$ cat src/rtl/backoff_pkg.sv
`default_nettype none
// backoff_pkg -- shared types, constants and helpers for the random-backoff engine. rev 1.0
package backoff_pkg;

   localparam int          SLOT_W         = 10;
   localparam logic [15:0] LFSR_POLY      = 16'hB400;
   localparam int          CW_EXP_ABS_MAX = 10;

   typedef enum logic [2:0] {
      S_IDLE   = 3'd0,
      S_DRAW   = 3'd1,
      S_COUNT  = 3'd2,
      S_FROZEN = 3'd3,
      S_DONE   = 3'd4
   } state_e;

   function automatic logic [3:0] clamp_exp(input logic [3:0] cw, input int lim);
      if (int'(cw) > lim) begin
         return 4'(lim);
      end
      return cw;
   endfunction

   function automatic logic [SLOT_W-1:0] slot_mask(input logic [3:0] e);
      logic [SLOT_W:0] m;
      m = ((SLOT_W+1)'(1) << e) - (SLOT_W+1)'(1);
      return m[SLOT_W-1:0];
   endfunction

   // Right-shifting Galois step; the polynomial taps land on bits 15,13,12,10.
   function automatic logic [15:0] lfsr_next(input logic [15:0] s);
      return {1'b0, s[15:1]} ^ (s[0] ? LFSR_POLY : 16'h0000);
   endfunction

endpackage
`default_nettype wire

$ cat src/rtl/backoff_slot_counter_if.sv
`default_nettype none
// backoff_slot_counter_if -- control/status bundle between TX control FSM and backoff engine. rev 1.0
interface backoff_slot_counter_if;
   import backoff_pkg::*;

   logic [3:0]        cw_exp;
   logic              backoff_start;
   logic              ch_idle;
   logic              backoff_abort;
   logic              backoff_busy;
   logic              backoff_done;
   logic [SLOT_W-1:0] slots_drawn;
   logic [SLOT_W-1:0] slots_left;

   modport master (
      output cw_exp, backoff_start, ch_idle, backoff_abort,
      input  backoff_busy, backoff_done, slots_drawn, slots_left
   );

   modport slave (
      input  cw_exp, backoff_start, ch_idle, backoff_abort,
      output backoff_busy, backoff_done, slots_drawn, slots_left
   );

endinterface
`default_nettype wire

$ cat src/rtl/lfsr16.sv
`default_nettype none
// lfsr16 -- free-running 16-bit Galois LFSR that reloads its seed rather than ever holding zero. rev 1.0
module lfsr16
   import backoff_pkg::*;
#(
   parameter logic [15:0] SEED = 16'hACE1
) (
   input  logic        clk,
   input  logic        rst,
   output logic [15:0] q
);

   logic [15:0] q_q;
   logic [15:0] q_d;

   always_comb begin
      q_d = lfsr_next(q_q);
      if (q_d == 16'h0000) begin
         q_d = SEED;
      end
   end

   always_ff @(posedge clk or posedge rst) begin
      if (rst) begin
         q_q <= SEED;
      end else begin
         q_q <= q_d;
      end
   end

   assign q = q_q;

endmodule
`default_nettype wire

$ cat src/rtl/backoff_slot_counter.sv
`default_nettype none
// backoff_slot_counter -- CSMA/CA random backoff: LFSR slot draw, idle-gated countdown, done pulse. rev 1.0
module backoff_slot_counter
   import backoff_pkg::*;
#(
   parameter int          CW_EXP_MAX  = 8,
   parameter int          SLOT_CYCLES = 900,
   parameter logic [15:0] LFSR_SEED   = 16'hACE1
) (
   input  logic                 clk,
   input  logic                 rst,
   backoff_slot_counter_if.slave bus
);

   localparam int EXP_LIM = (CW_EXP_MAX > CW_EXP_ABS_MAX) ? CW_EXP_ABS_MAX : CW_EXP_MAX;
   localparam int TMR_W   = (SLOT_CYCLES > 2) ? $clog2(SLOT_CYCLES) : 1;
   localparam logic [TMR_W-1:0] TMR_LAST = TMR_W'(SLOT_CYCLES - 1);

   state_e            state_q, state_d;
   logic [TMR_W-1:0]  timer_q, timer_d;
   logic [SLOT_W-1:0] left_q, left_d;
   logic [SLOT_W-1:0] drawn_q, drawn_d;
   logic [3:0]        exp_q, exp_d;
   logic              done_q, done_d;

   logic [15:0]       lfsr;
   logic [5:0]        lfsr_hi_unused;
   logic [SLOT_W-1:0] draw;

   lfsr16 #(
      .SEED (LFSR_SEED)
   ) u_lfsr (
      .clk (clk),
      .rst (rst),
      .q   (lfsr)
   );

   assign lfsr_hi_unused = lfsr[15:SLOT_W];
   assign draw           = lfsr[SLOT_W-1:0] & slot_mask(exp_q);

   always_comb begin
      state_d = state_q;
      timer_d = timer_q;
      left_d  = left_q;
      drawn_d = drawn_q;
      exp_d   = exp_q;
      done_d  = 1'b0;

      case (state_q)
         S_IDLE: begin
            if (bus.backoff_start) begin
               exp_d   = clamp_exp(bus.cw_exp, EXP_LIM);
               timer_d = '0;
               state_d = S_DRAW;
            end
         end
         S_DRAW: begin
            drawn_d = draw;
            left_d  = draw;
            timer_d = '0;
            if (draw == '0) begin
               state_d = S_DONE;
            end else if (bus.ch_idle) begin
               state_d = S_COUNT;
            end else begin
               state_d = S_FROZEN;
            end
         end
         S_COUNT: begin
            // Busy discards the partial slot: the timer restarts from 0 on resume.
            if (!bus.ch_idle) begin
               timer_d = '0;
               state_d = S_FROZEN;
            end else if (timer_q == TMR_LAST) begin
               timer_d = '0;
               left_d  = left_q - SLOT_W'(1);
               if (left_q == SLOT_W'(1)) begin
                  state_d = S_DONE;
               end
            end else begin
               timer_d = timer_q + TMR_W'(1);
            end
         end
         S_FROZEN: begin
            if (bus.ch_idle) begin
               timer_d = '0;
               state_d = S_COUNT;
            end
         end
         S_DONE: begin
            state_d = S_IDLE;
         end
         default: begin
            state_d = S_IDLE;
         end
      endcase

      if (bus.backoff_abort) begin
         state_d = S_IDLE;
         timer_d = '0;
         left_d  = '0;
         drawn_d = drawn_q;
      end

      // The pulse is registered alongside the DONE state so an abort can still suppress it.
      done_d = (state_d == S_DONE);
   end

   always_ff @(posedge clk or posedge rst) begin
      if (rst) begin
         state_q <= S_IDLE;
         timer_q <= '0;
         left_q  <= '0;
         drawn_q <= '0;
         exp_q   <= '0;
         done_q  <= 1'b0;
      end else begin
         state_q <= state_d;
         timer_q <= timer_d;
         left_q  <= left_d;
         drawn_q <= drawn_d;
         exp_q   <= exp_d;
         done_q  <= done_d;
      end
   end

   assign bus.backoff_busy = (state_q != S_IDLE);
   assign bus.backoff_done = done_q;
   assign bus.slots_drawn  = drawn_q;
   assign bus.slots_left   = left_q;

endmodule
`default_nettype wire

$ cat src/flat_wrapper.sv
// flat-port wrapper written by rule: the top's interface ports become plain ports
module backoff_slot_counter_flat import backoff_pkg::*;
#(
   parameter int          CW_EXP_MAX  = 8,
   parameter int          SLOT_CYCLES = 900,
   parameter logic [15:0] LFSR_SEED   = 16'hACE1
)
  (clk, rst, bus_cw_exp, bus_backoff_start, bus_ch_idle, bus_backoff_abort, bus_backoff_busy, bus_backoff_done, bus_slots_drawn, bus_slots_left);
  backoff_slot_counter_if bus_i ();
  input  logic clk;
  input  logic rst;
  input wire logic [$bits(bus_i.cw_exp)-1:0] bus_cw_exp;
  input wire logic [$bits(bus_i.backoff_start)-1:0] bus_backoff_start;
  input wire logic [$bits(bus_i.ch_idle)-1:0] bus_ch_idle;
  input wire logic [$bits(bus_i.backoff_abort)-1:0] bus_backoff_abort;
  output wire logic [$bits(bus_i.backoff_busy)-1:0] bus_backoff_busy;
  output wire logic [$bits(bus_i.backoff_done)-1:0] bus_backoff_done;
  output wire logic [$bits(bus_i.slots_drawn)-1:0] bus_slots_drawn;
  output wire logic [$bits(bus_i.slots_left)-1:0] bus_slots_left;
  assign bus_i.cw_exp = bus_cw_exp;
  assign bus_i.backoff_start = bus_backoff_start;
  assign bus_i.ch_idle = bus_ch_idle;
  assign bus_i.backoff_abort = bus_backoff_abort;
  assign bus_backoff_busy = bus_i.backoff_busy;
  assign bus_backoff_done = bus_i.backoff_done;
  assign bus_slots_drawn = bus_i.slots_drawn;
  assign bus_slots_left = bus_i.slots_left;
  backoff_slot_counter #(.CW_EXP_MAX(CW_EXP_MAX), .SLOT_CYCLES(SLOT_CYCLES), .LFSR_SEED(LFSR_SEED)) u_core (.clk(clk), .rst(rst), .bus(bus_i));
endmodule
$ cat config.mk
export PLATFORM = sky130hd
export DESIGN_NAME = backoff_slot_counter_flat
export DESIGN_NICKNAME = d
export VERILOG_FILES = /design/src/rtl/backoff_pkg.sv /design/src/rtl/backoff_slot_counter_if.sv /design/src/rtl/lfsr16.sv /design/src/rtl/backoff_slot_counter.sv /design/src/flat_wrapper.sv
export SDC_FILE = /design/constraint.sdc
export NUM_CORES = 1
export LEC_CHECK = 0
export BUFFER_PORTS_ARGS = -buffer_cell sky130_fd_sc_hd__buf_2
export CORE_MARGIN = 2
export CORE_UTILIZATION = 40
export DETAILED_ROUTE_END_ITERATION = 8
export GPL_TIMING_DRIVEN = 0
export SYNTH_ARGS = -nofsm -noshare
export SYNTH_HDL_FRONTEND = slang
export SYNTH_SLANG_ARGS = --single-unit
$ cat constraint.sdc
create_clock -name clk -period 3.6 [get_ports clk]
set_clock_uncertainty 0.15 [all_clocks]
set_input_delay 0.18 -clock clk [delete_from_list [all_inputs] [get_ports clk]]
set_output_delay 0.18 -clock clk [all_outputs]
set_load 0.03 [all_outputs]
==> flow_summary_export.csv <==
group,metric,value,unit
hold_path,min_path_cells,3,
hold_path,holdCritPathClass,"in -> reg",
final_layout,drive_above_1_share,17.47,%
floorplan,placementRows,30,
timing,slew_viol_final,0,
global_route,grt.busiest_layer,"met2",
synth,syn_area,0.002731,mm2
global_route,grt_util_met2,26.78,%
floorplan,die-area,0.007506,mm2
setup_path,crit_path_end_kind,"flop",
synth,syn_inst,288,
routing,vias,2293,
pwr,power.density,638.2,mW/mm2
clock_tree,clockBufferDepth,2,
synth,yosysSeqAreaShare,49.84,%
timing,hold_viol_final,0,
timing,post-route-period-util,79.42,%
global_route,grt_max_degree,39,
hold_path,min_from,"bus_ch_idle",
setup_path,crit-reg2reg-launch,"u_core.exp_q[0]",
routing,drt_iter0_markers,141,
floorplan,die_h,86.64,um
global_route,grt_pass1_vias,2176,
synth,yosysWarnings,0,
setup_path,path_class,"reg -> reg",
placement,pre_cts_slack,0.7642,ns
timing,rsz0062_at_grt,"no",
global_route,gr-usage-all-layers,18.07,%
global_route,met1_usage,25.68,%
floorplan,die_w,86.64,um
flow_run,drv_cap,0,
synth,synth_edf_count,0,
final_layout,layout_common_cells,"dfrtp_1 (46), buf_2 (32), nand2_1 (28)",
clock_tree,numCtsBuffers,5,
global_route,grt_antenna_before_repair,0,
status,outcome,"finished, final reports clean",
final_layout,fin_util,47.10,%
pwr,vdd_drop_max,0.0001632,V
synth,synth_seq_cells,54,
setup_path,crit_required,3.66,ns
synth,yosys_most_used_dff,"dfrtp_1",
timing,slew_headroom,34.48,%
final_layout,fin_nets,344,
global_route,grt_pass1_wl,10.67,mm
floorplan,start_util,40.88,%
clock_tree,cts-htree-levels,2,
pwr,leakagePower,0.001349,uW
placement,gp_congestion,0.8476,
timing,worst_slew_pin_slew,0.9738,ns
global_route,gr-total-overflow,0,
setup_path,critical_path.max_fanout,9,
floorplan,coreArea,0.006681,mm2
placement,dp_hpwl,4.550,mm
final_layout,antenna_cells,0,
timing,worst_slack,0.7408,ns
routing,first_pass_iters,4,
routing,drt-total-wl,6.210,mm
clock_tree,cts_tree,"built",
timing,fin_crit,2.859,ns
synth,synth_nets,301,
setup_path,critPathArrivalTime,2.91,ns
synth,ys_async_sr_fraction,100.0,%
synth,synthDistinctLibCells,52,
setup_path,regToRegSetupSlack,0.74,ns
final_layout,area_delta_synth_final,15.21,%
setup_path,r2r_end,"u_core.bus.slots_left[6]",
setup_path,rr_worst_depth,9,
routing,via_per_inst,5.566,
setup_path,worst_setup_path_start_kind,"flop",
routing,ant_nets,0,
final_layout,final_common_cell,"dfrtp_1",
global_route,use_met3,4.000,%
timing,max_freq,349.7,MHz
floorplan,boundaryPins,31,
clock_tree,cts_root_buf,"clkbuf_8",
timing,finalSetupViolCount,0,
synth,avgSynthCellArea,9.484,um2
timing,timing.hold.ws,0.06706,ns
clock_tree,insertion_delay,0.30,ns
routing,drc_errors,0,
placement,numPortBuffers,30,
routing,routedWlPerCell,15.07,um
clock_tree,path_clk_slew,0.09,ns
hold_path,hold_path_end,"u_core.state_q[0]",
timing,tns,0,ns
clock_tree,cts_sinks,54,
==> cell usage after synthesis, types with 3 or more instances <==
cell type / count / area [um2]
inv_1: 8 / 30.03
clkbuf_1: 20 / 75.07
nand2b_1: 9 / 56.30
xnor2_1: 10 / 87.58
nor4_1: 7 / 43.79
dfrtp_1: 46 / 1151
nor2_1: 21 / 78.83
nor3b_1: 3 / 22.52
o211ai_1: 3 / 22.52
xor2_1: 3 / 26.28
nand3b_1: 5 / 37.54
nor3_1: 11 / 55.05
dfstp_2: 8 / 210.2
or3_1: 6 / 37.54
o22ai_1: 4 / 25.02
a21o_1: 5 / 37.54
a31oi_1: 3 / 18.77
ha_1: 4 / 50.05
nand3_1: 8 / 40.04
o311ai_0: 3 / 26.28
o21ai_0: 21 / 105.1
nand4_1: 7 / 43.79
a21oi_1: 11 / 55.05
nand2_1: 28 / 105.1
==> registers in the layout, indices dropped and copies added, names as in the netlist <==
signal	count
u_core.exp_q	4
u_core.state_q	3
u_core.bus.slots_left	10
u_core.bus.slots_drawn	10
u_core.timer_q	10
u_core.bus.backoff_done	1
u_core.u_lfsr.q	16
==> stage by stage <==
step | cell area, um2 | cells | total power [uW]
3_3_place_gp | 2982 | 398 | 1655
2_1_floorplan | 2731 | 288 | 1423
6_report | 3147 | 412 | 2008
4_1_cts | 3147 | 412 | 2025
5_1_grt | 3147 | 412 | 2159
3_5_place_dp | 3002 | 399 | 1665
==> cells by family (layout without fill, tap and decap cells) <==
kind of cell    Yosys count  in the layout  synth area share (%)
flops                    54             54                 49.84
compound gates           64             64                 15.07
fa+ha+maj                 4              4                 1.832
mux                       2              2                0.7787
simple gates            121            121                 24.10
buf+inv                  30             74                 4.214
xor+xnor                 13             13                 4.169
==> report_power, final <==
part,total [uW],internal (uW),switching [uW]
Combinational,869,292,576
Clock,347,155,192
Sequential,793,709,84.1
Total,2010,1160,852
==> cell type report <==
class	instances	area, um2
fillers	676	3535
repair buffers	36	220.2
well taps	80	100.1
flip-flops and latches	54	1361
clock buffers	6	82.58
inverters	8	30.03
plain buffers	22	85.08
multi-input cells	204	1255
clock inverters	2	12.51
==> worst max path at each step <==
stage                    startpoint                       end  slack [ns]  cells after the start
finish              u_core.exp_q[0]  u_core.bus.slots_left[6]        0.74                      9
global route        u_core.exp_q[0]  u_core.bus.slots_left[6]        0.52                      9
CTS                 u_core.exp_q[0]  u_core.bus.slots_left[6]        0.74                      9
detailed placement  u_core.exp_q[0]  u_core.bus.slots_left[6]        0.76                      9
global placement    u_core.exp_q[0]         u_core.state_q[2]        0.82                      9
floorplan           u_core.exp_q[3]  u_core.bus.slots_left[6]        1.08                      8
==> timing repair <==
| action | CTS | global route |
|---|---|---|
| hold buffers | 5 | 0 |
| setup buffers | 0 | 0 |
| hold endpoints to repair | 20 | 0 |
| gates resized for setup | 0 | 0 |
==> per-layer routing <==
| metal | vias to the layer above | wire length [um] |
|---|---|---|
| met5 | - | 0 |
| met4 | 0 | 104 |
| met3 | 6 | 274 |
| met2 | 56 | 2872 |
| met1 | 1115 | 2960 |
| li1 | 1116 | - |
==> critical path: stages, from the launching register on <==
cell      delay, ns
dfrtp_1        0.33
clkbuf_1       0.30
inv_1          0.11
or3_1          0.37
ha_1           0.26
or3_1          0.32
a211oi_1       0.19
o21ai_0        0.25
o22a_1         0.28
o32ai_1        0.21
No activity file was read; power rests on OpenSTA's default activity.
